File: config.mk
export PLATFORM = sky130hd
export DESIGN_NAME = icache_responder
export DESIGN_NICKNAME = d
export VERILOG_FILES = /design/src/rtl/icache_responder.sv
export SDC_FILE = /design/constraint.sdc
export NUM_CORES = 1
export LEC_CHECK = 0
export ABC_AREA = 1
export CORE_MARGIN = 3
export CORE_UTILIZATION = 55
export DETAILED_ROUTE_END_ITERATION = 10
export PLACE_DENSITY = 0.74
export SLEW_MARGIN = 20
export SYNTH_ARGS = -nofsm -noshare
export SYNTH_HDL_FRONTEND = slang
export SYNTH_SLANG_ARGS = --single-unit
File: constraint.sdc
create_clock -name CLK -period 6.42 [get_ports CLK]
set_input_delay 0.642 -clock CLK [delete_from_list [all_inputs] [get_ports CLK]]
set_output_delay 0.642 -clock CLK [all_outputs]
set_load 0.03 [all_outputs]
File: src/rtl/icache_responder.sv
// Direct-mapped, one-word-block instruction cache responder with a blocking refill FSM.
// Optional hit/miss counters are built only when ICACHE_STATS_EN is defined.
module icache_responder #(
  parameter int unsigned NFRAMES  = 16,
  parameter int unsigned PC_WIDTH = 32
) (
  input  logic                CLK,
  input  logic                RST,
  input  logic                imemREN,
  input  logic [PC_WIDTH-1:0] imemaddr,
  output logic                ihit,
  output logic [PC_WIDTH-1:0] imemload,
  input  logic                flush,
  output logic                iREN,
  output logic [PC_WIDTH-1:0] iaddr,
  input  logic                iwait,
  input  logic [PC_WIDTH-1:0] iload,
  output logic [31:0]         hit_count,
  output logic [31:0]         miss_count
);

  localparam int unsigned IDX_W = $clog2(NFRAMES);
  localparam int unsigned TAG_W = PC_WIDTH - IDX_W - 2;

  typedef enum logic {StIdle, StFetch} state_e;

  state_e              r_state;
  state_e              w_state_next;
  logic [NFRAMES-1:0]  r_valid;
  logic [TAG_W-1:0]    r_tag  [NFRAMES];
  logic [PC_WIDTH-1:0] r_data [NFRAMES];
  logic [PC_WIDTH-1:0] r_fetch_addr;
  logic                r_drop;

  logic [IDX_W-1:0]    w_idx;
  logic [TAG_W-1:0]    w_tag;
  logic [IDX_W-1:0]    w_fidx;
  logic [TAG_W-1:0]    w_ftag;
  logic                w_hit;
  logic                w_start;
  logic                w_install;
  logic                w_unused;

  assign w_idx    = imemaddr[IDX_W+1:2];
  assign w_tag    = imemaddr[PC_WIDTH-1:IDX_W+2];
  assign w_fidx   = r_fetch_addr[IDX_W+1:2];
  assign w_ftag   = r_fetch_addr[PC_WIDTH-1:IDX_W+2];
  assign w_hit    = imemREN & r_valid[w_idx] & (r_tag[w_idx] == w_tag);
  assign w_unused = ^{imemaddr[1:0], r_fetch_addr[1:0]};

  always_comb begin
    w_state_next = r_state;
    ihit         = 1'b0;
    imemload     = '0;
    iREN         = 1'b0;
    iaddr        = '0;
    w_start      = 1'b0;
    w_install    = 1'b0;
    unique case (r_state)
      StIdle: begin
        if (w_hit && !flush && !RST) begin
          ihit     = 1'b1;
          imemload = r_data[w_idx];
        end else if (imemREN && !w_hit) begin
          w_start      = 1'b1;
          w_state_next = StFetch;
        end
      end
      StFetch: begin
        iREN  = 1'b1;
        iaddr = r_fetch_addr;
        if (!iwait) begin
          w_state_next = StIdle;
          // A flush seen at any point of the refill makes the returned word stale.
          w_install    = !r_drop && !flush && !RST;
        end
      end
      default: w_state_next = StIdle;
    endcase
  end

  always_ff @(posedge CLK) begin
    if (RST) begin
      r_state      <= StIdle;
      r_valid      <= '0;
      r_fetch_addr <= '0;
      r_drop       <= 1'b0;
    end else begin
      r_state <= w_state_next;
      if (w_start) begin
        r_fetch_addr <= {imemaddr[PC_WIDTH-1:2], 2'b00};
        r_drop       <= 1'b0;
      end else if (flush && r_state == StFetch) begin
        r_drop <= 1'b1;
      end
      if (flush) begin
        r_valid <= '0;
      end else if (w_install) begin
        r_valid[w_fidx] <= 1'b1;
      end
    end
  end

  always_ff @(posedge CLK) begin
    if (w_install) begin
      r_tag[w_fidx]  <= w_ftag;
      r_data[w_fidx] <= iload;
    end
  end

`ifdef ICACHE_STATS_EN
  logic [31:0] r_hit_count;
  logic [31:0] r_miss_count;

  always_ff @(posedge CLK) begin
    if (RST || flush) begin
      r_hit_count  <= '0;
      r_miss_count <= '0;
    end else begin
      if (r_state == StIdle && w_hit && r_hit_count != 32'hFFFF_FFFF) begin
        r_hit_count <= r_hit_count + 32'd1;
      end
      if (w_start && r_miss_count != 32'hFFFF_FFFF) begin
        r_miss_count <= r_miss_count + 32'd1;
      end
    end
  end

  assign hit_count  = r_hit_count;
  assign miss_count = r_miss_count;
`else
  assign hit_count  = '0;
  assign miss_count = '0;
`endif

endmodule
==> impl_metrics.py, run 1 <==
metrics = {
    "setup_path": {
        "cp_slowest_cell": "clkdlybuf4s50_1",
        "critPathKind": "in -> out",
        "max_stage_delay_ns": 0.76,
        "cp.arrival_ns": 4.85,
        "endpoint_kind": "output port",
        "path_cells": "buf_8 > inv_12 > buf_4 > nand2_1 > nand2_1 > nand2_1 > nand3_1 > nand3_1 > nand3_1 > nand2_1 > nor2_1 > nand2_1 > nor2_1 > nand2_1 > nor2_4 > nand3_4 > a21oi_1 > clkdlybuf4s50_1",
        "startpoint_type": "input pin",
        "cp_top_family": "buffers and inverters",
        "critPathMaxFanout": 194,
        "critPathBufInv": 4,
        "worst_ep_required_time_ns": 5.78,
        "cpMostUsedCell": "nand2_1",
    },
    "yosys": {
        "synth_xor_area_frac": 0,
        "synth_top_family_by_area": "simple AND/OR/NAND/NOR gates",
        "yosysWarnings": 0,
        "synth-main-ff-cell": "edfxtp_1",
        "synth_simple_gate_area_share": 0.1540,
        "yosys.area_share.adder": 0,
        "avgSynthCellArea_um2": 11.32,
        "synthMuxAreaShare": 0,
        "synth_cells": 3584,
        "ys_types": 30,
        "yosysMostFrequentCell": "nand2_1",
        "synth_edf_count": 928,
        "ys_seq_elements": 976,
        "synthTopCellsByArea": "edfxtp_1 (69%), nand2_1 (9.3%), nand3_1 (4.1%)",
        "synth.cell_area_mm2": 0.04058,
        "synth-compound-area-share": 0.07405,
        "synth_top_area_frac": 0.6866,
        "synthArstFlopShare": 0,
        "yosysTopAreaCell": "edfxtp_1",
        "synth_common_cells": "nand2_1 (1005), edfxtp_1 (928), nand3_1 (331)",
        "ys_seq_area_frac": 0.7103,
    },
    "cts": {
        "cts_setup_buffers": 0,
        "cts_made_buffers": 94,
        "clkLatencyLatePin_ns": 0.67,
        "clock_sinks": 976,
        "cts.clk_slew.worst_paths_ns": 0.07,
        "cts_resized": 0,
        "clock_path_buffers": 3,
        "cts_tree": "built",
        "h-tree-depth": 3,
        "cts_hold_buf": 0,
        "cts-root-buf": "clkbuf_16",
    },
    "sta": {
        "period_needed_ns": 5.488,
        "tns_ns": 0,
        "finClkSkew_ns": 0.04013,
        "fmax_ghz": 0.1822,
        "grt_setup_unrepaired": "no",
        "setup_viol": 0,
        "hold_violations": 0,
        "whs_ns": 0.4676,
        "maxSlewHeadroom": 0.2469,
        "slew_violations": 0,
        "worst_pin_slew_ns": 1.130,
        "finalCritPeriodShare": 0.8549,
    },
    "min_path": {
        "worstHoldPathType": "reg -> reg",
    },
    "floorplanning": {
        "core_area_mm2": 0.07234,
        "dieArea_mm2": 0.07708,
        "start_util": 0.5610,
        "die_h_um": 277.6,
        "io_pins": 199,
        "placementRows": 98,
        "fp.dieW_um": 277.6,
    },
    "cells_and_area": {
        "syn_to_final_growth_pct": 12.92,
        "drive_gt1_frac": 0.06009,
        "final_cells": 4682,
        "nets": 3719,
        "stdcell_area_mm2": 0.04583,
    },
    "drt": {
        "drt_iter0_markers": 3132,
        "wirelength_um": 101200,
        "dr.pass1.iters": 7,
        "wl_per_cell_um": 21.62,
        "drc": 0,
        "via_per_inst": 5.806,
        "vias": 27180,
        "ant_nets": 0,
    },
    "global_route": {
        "grt_max_degree": 195,
        "met1_usage": 0.3497,
        "overflow": 0,
        "grt_pass1_vias": 26130,
        "use_met2": 0.4226,
        "antenna_found_initial": 5,
        "gr-usage-all-layers": 0.2581,
        "grt.busiest_layer": "met2",
        "grt_pass1_wl_um": 152600,
        "use_met3": 0.04780,
    },
    "run": {
        "drv_cap": 0,
    },
    "power": {
        "power_density_mw_per_mm2": 294.6,
        "leakage_uw": 0.01718,
        "vdd_drop_max_uv": 222.9,
    },
    "placement": {
        "io_buffers": 130,
        "place_area_mm2": 0.04267,
        "dp_hpwl_um": 52160,
        "dp.cells": 4504,
        "gp_congestion": 0.8703,
    },
    "run_status": {
        "status": "completed",
    },
}
==> area by class of cell <==
type	count	area (um^2)
Sequential cell	976	28830
Multi-Input combinational cell	2112	9629
Inverter	280	1077
Clock buffer	120	2500
Fill cell	5353	26520
Timing Repair Buffer	186	1953
Clock inverter	54	641.9
Tap cell	950	1189
Antenna cell	4	10.01
==> cells in the final DEF (no fill, tap or decap), types with 66 or more instances in the layout <==
master           count
nand2_1           1005
o21ai_0             69
clkbuf_16           94
a21oi_1            274
a221oi_1           120
clkdlybuf4s50_1    126
nand3_1            331
conb_1              66
edfxtp_1           928
nor2_1             187
inv_1              274
==> power breakdown <==
group	internal (uW)	total (uW)	switching (uW)
registers	7010	7080	66.9
clock network	3220	5590	2370
logic	234	829	595
==> sequential cells by signal, indices dropped and copies added (netlist names) <==
name / count
r_data: 512
r_valid: 16
r_state: 1
r_tag: 416
r_drop: 1
r_fetch_addr: 30
==> per-stage QoR <==
stage               setup slack (ns)  power [uW]    util
CTS                            1.029       13540  0.6332
detailed placement             1.040        8029  0.5898
global placement               1.077        8010  0.5894
global route                  0.6635       13900  0.6333
finish                        0.9318       13500  0.6335
floorplan                      1.776        7751       -
==> kinds of logic after synthesis <==
family | count (synthesis)
other | 1
buffers and inverters | 561
and+or+nand+nor | 1546
AOI/OAI and AO/OA | 500
DFF | 976
==> layer usage <==
layer | routed length [um] | part of all wire | vias to the layer above
li1 | - | - | 12440
met1 | 39860 | 0.39 | 13160
met2 | 49210 | 0.49 | 1369
met3 | 9300 | 0.092 | 218
met4 | 2854 | 0.028 | 4
met5 | 18 | 0.00018 | -
==> worst reg2reg max path, delay by kind of cell (launching register included) <==
family,cells,cell delay [ns]
buffers and inverters,2,0.67
DFF,1,0.33
and+or+nand+nor,3,2.05
==> final timing paths <==
check,cells after the start,startpoint,slack [ns],end
max,18,imemaddr[2],0.93,imemload[2]
min,2,r_valid[1],0.47,r_valid[1]
max reg2reg,5,r_state,2.95,r_tag[9][6]
min reg2reg,2,r_valid[1],0.47,r_valid[1]
(Power assumes the default switching activity.)
==> run 2, diff against run 1 <==
CORE_MARGIN = 2   (was 3)
CORE_UTILIZATION = 40   (was 55)
PLACE_DENSITY = not set   (was 0.74)
SLEW_MARGIN = 30   (was 20)
==> run 2 against run 1 <==
  * Clock power fell by 2%
  * Clock skew fell by 0.015 ns
  * Sequential cell count did not move
  * Sequential power barely moved
  * Via count fell by 1.9%
  * Combinational power rose by 0.7%
  * Largest cell class unchanged
==> impl_metrics.py, run 2 (same netlist as run 1, synthesis figures left out) <==
metrics = {
    "run_status": {
        "status": "completed",
    },
    "sta": {
        "finClkSkew_ns": 0.02520,
        "period_needed_ns": 5.415,
        "hold_violations": 0,
        "maxSlewHeadroom": 0.3321,
        "finalCritPeriodShare": 0.8434,
        "tns_ns": 0,
        "slew_violations": 0,
        "grt_setup_unrepaired": "no",
        "fmax_ghz": 0.1847,
        "setup_viol": 0,
        "worst_pin_slew_ns": 1.002,
        "whs_ns": 0.4677,
    },
    "min_path": {
        "holdPathStages": 2,
        "hold_path_startpoint": "r_valid[5]",
        "hold_end": "r_valid[5]",
        "worstHoldPathType": "reg -> reg",
    },
    "setup_path": {
        "worst_ep_required_time_ns": 5.78,
        "r2r-end": "r_tag[4][17]",
        "critPathBufInv": 5,
        "cp_slowest_cell": "clkinv_8",
        "startpoint_type": "input pin",
        "cp_top_family": "simple AND/OR/NAND/NOR gates",
        "critPathKind": "in -> out",
        "endpoint_kind": "output port",
        "reg2reg_slack_ns": 3.20,
        "path_cells": "clkbuf_8 > clkinv_8 > nand3_1 > nand3_1 > nand3_1 > nand2_1 > nand2_1 > nand2_1 > inv_1 > nand2_1 > nor2_1 > nand3_1 > nor2_4 > nand3_4 > buf_4 > a21oi_1 > buf_12",
        "reg2regPathDepth": 5,
        "reg2reg_from": "r_state",
        "cp.arrival_ns": 4.77,
        "critPathMaxFanout": 145,
        "max_stage_delay_ns": 0.55,
    },
    "cts": {
        "h-tree-depth": 3,
        "cts_hold_buf": 0,
        "clkLatencyLatePin_ns": 0.68,
        "cts_setup_buffers": 0,
        "cts-root-buf": "clkbuf_16",
        "cts_tree": "built",
        "clock_path_buffers": 3,
        "cts_resized": 0,
        "clock_sinks": 976,
        "cts_made_buffers": 97,
        "cts.clk_slew.worst_paths_ns": 0.06,
    },
    "placement": {
        "io_buffers": 130,
        "dp_hpwl_um": 54890,
        "gp_congestion": 0.8197,
        "dp.cells": 4914,
    },
    "floorplanning": {
        "fp.dieW_um": 322.5,
        "dieArea_mm2": 0.1040,
        "io_pins": 199,
        "start_util": 0.4047,
        "placementRows": 116,
        "die_h_um": 322.5,
        "core_area_mm2": 0.1003,
    },
    "cells_and_area": {
        "regArea_mm2": 0.02883,
        "top_register": "r_data",
        "largest_register_ffs": 512,
        "drive_gt1_frac": 0.06679,
        "n_fill_cell": 9032,
        "final_cells": 5101,
        "layout_commonest_cell": "nand2_1",
        "nets": 3727,
        "syn_to_final_growth_pct": 14.30,
        "reg.largest.list": "r_data (512), r_tag (416), r_fetch_addr (30)",
        "multi_input_area_mm2": 0.009629,
        "final_cell_mix": "nand2_1 (1005), edfxtp_1 (928), nand3_1 (331), inv_1 (274), a21oi_1 (274)",
    },
    "run": {
        "drv_cap": 0,
    },
    "power": {
        "p_comb_frac": 0.062,
        "pwr-share-clk": 0.409,
        "p_switching_uw": 3069,
        "p_int_uw": 10330,
        "vdd_drop_max_uv": 222.4,
        "p_sw_frac": 0.2291,
        "leakage_uw": 0.01728,
        "power_density_mw_per_mm2": 288.9,
        "seq_power_share": 0.528,
    },
    "drt": {
        "drc": 0,
        "drt_iter0_markers": 2598,
        "wl_per_cell_um": 21.14,
        "wirelength_um": 107800,
        "ant_nets": 0,
        "via_per_inst": 5.227,
        "dr.pass1.iters": 6,
        "vias": 26660,
    },
    "global_route": {
        "grt_max_degree": 208,
        "gr-usage-all-layers": 0.2040,
        "overflow": 0,
        "antenna_found_initial": 7,
        "grt_pass1_vias": 25020,
        "grt_pass1_wl_um": 158400,
    },
}
-- run 2: cell count changes in the layout (fill, tap and decap cells not counted), moves of 3 or more --
cell / delta
clkinv_1: +12
clkbuf_1: +9
bufinv_16: -7
buf_12: +10
diode_2: -3
buf_4: +25
clkinvlp_4: -3
clkbuf_16: +5
clkdlybuf4s50_1: -32
clkinv_2: -5
-- run 2: final cells by class --
type / count / share of cell area
antenna: 1 / 0.00005395
clock buffer: 135 / 0.05762
clock inverter: 49 / 0.008793
inverter: 280 / 0.02344
multi-input combinational: 2112 / 0.2076
sequential: 976 / 0.6215
tap: 1357 / 0.03660
timing repair buffer: 191 / 0.04440
-- run 2: layer usage --
layer	wire [um]	vias to the layer above	global-route usage
met5	83	-	0
met4	2501	12	0.05607
met3	7390	176	0.03315
met2	50900	935	0.3338
met1	46950	13080	0.2823
li1	-	12460	-
-- run 2: per-stage QoR --
step | utilization | total power, uW | worst slack (ns) | cell area [um^2]
2_1_floorplan | - | 7751 | 1.776 | 40830
3_3_place_gp | 0.4309 | 8031 | 1.138 | 43220
3_5_place_dp | 0.4312 | 8044 | 1.184 | 43250
4_1_cts | 0.4619 | 13470 | 1.137 | 46330
5_1_grt | 0.4625 | 13810 | 0.7505 | 46380
6_report | 0.4625 | 13400 | 1.005 | 46390
-- run 2: power by group through the flow --
| stage | Clock [uW] | Sequential, uW | Combinational (uW) |
|---|---|---|---|
| after global placement | 0 | 7210 | 820 |
| after floorplan | 0 | 7190 | 562 |
| after CTS | 5560 | 7080 | 832 |
| after detailed placement | 0 | 7210 | 830 |
| final | 5480 | 7080 | 835 |
| after global routing | 5810 | 7080 | 921 |
-- run 2: worst max path at each step --
stage | startpoint | to | slack [ns] | depth (start not counted)
final | imemaddr[3] | imemload[13] | 1.01 | 17
after floorplan | flush | r_data[0][0] | 1.78 | 5
after CTS | imemaddr[2] | imemload[11] | 1.14 | 9
after global routing | imemaddr[3] | imemload[13] | 0.75 | 17
after global placement | imemaddr[3] | imemload[13] | 1.14 | 16
after detailed placement | imemaddr[2] | imemload[11] | 1.18 | 9
-- run 2: worst reg2reg max path: stages (launching register included) --
cell	delay, ns
dfxtp_2	0.32
inv_1	0.10
nor4_1	0.78
nand3_1	0.57
nor2_4	0.61
buf_4	0.46
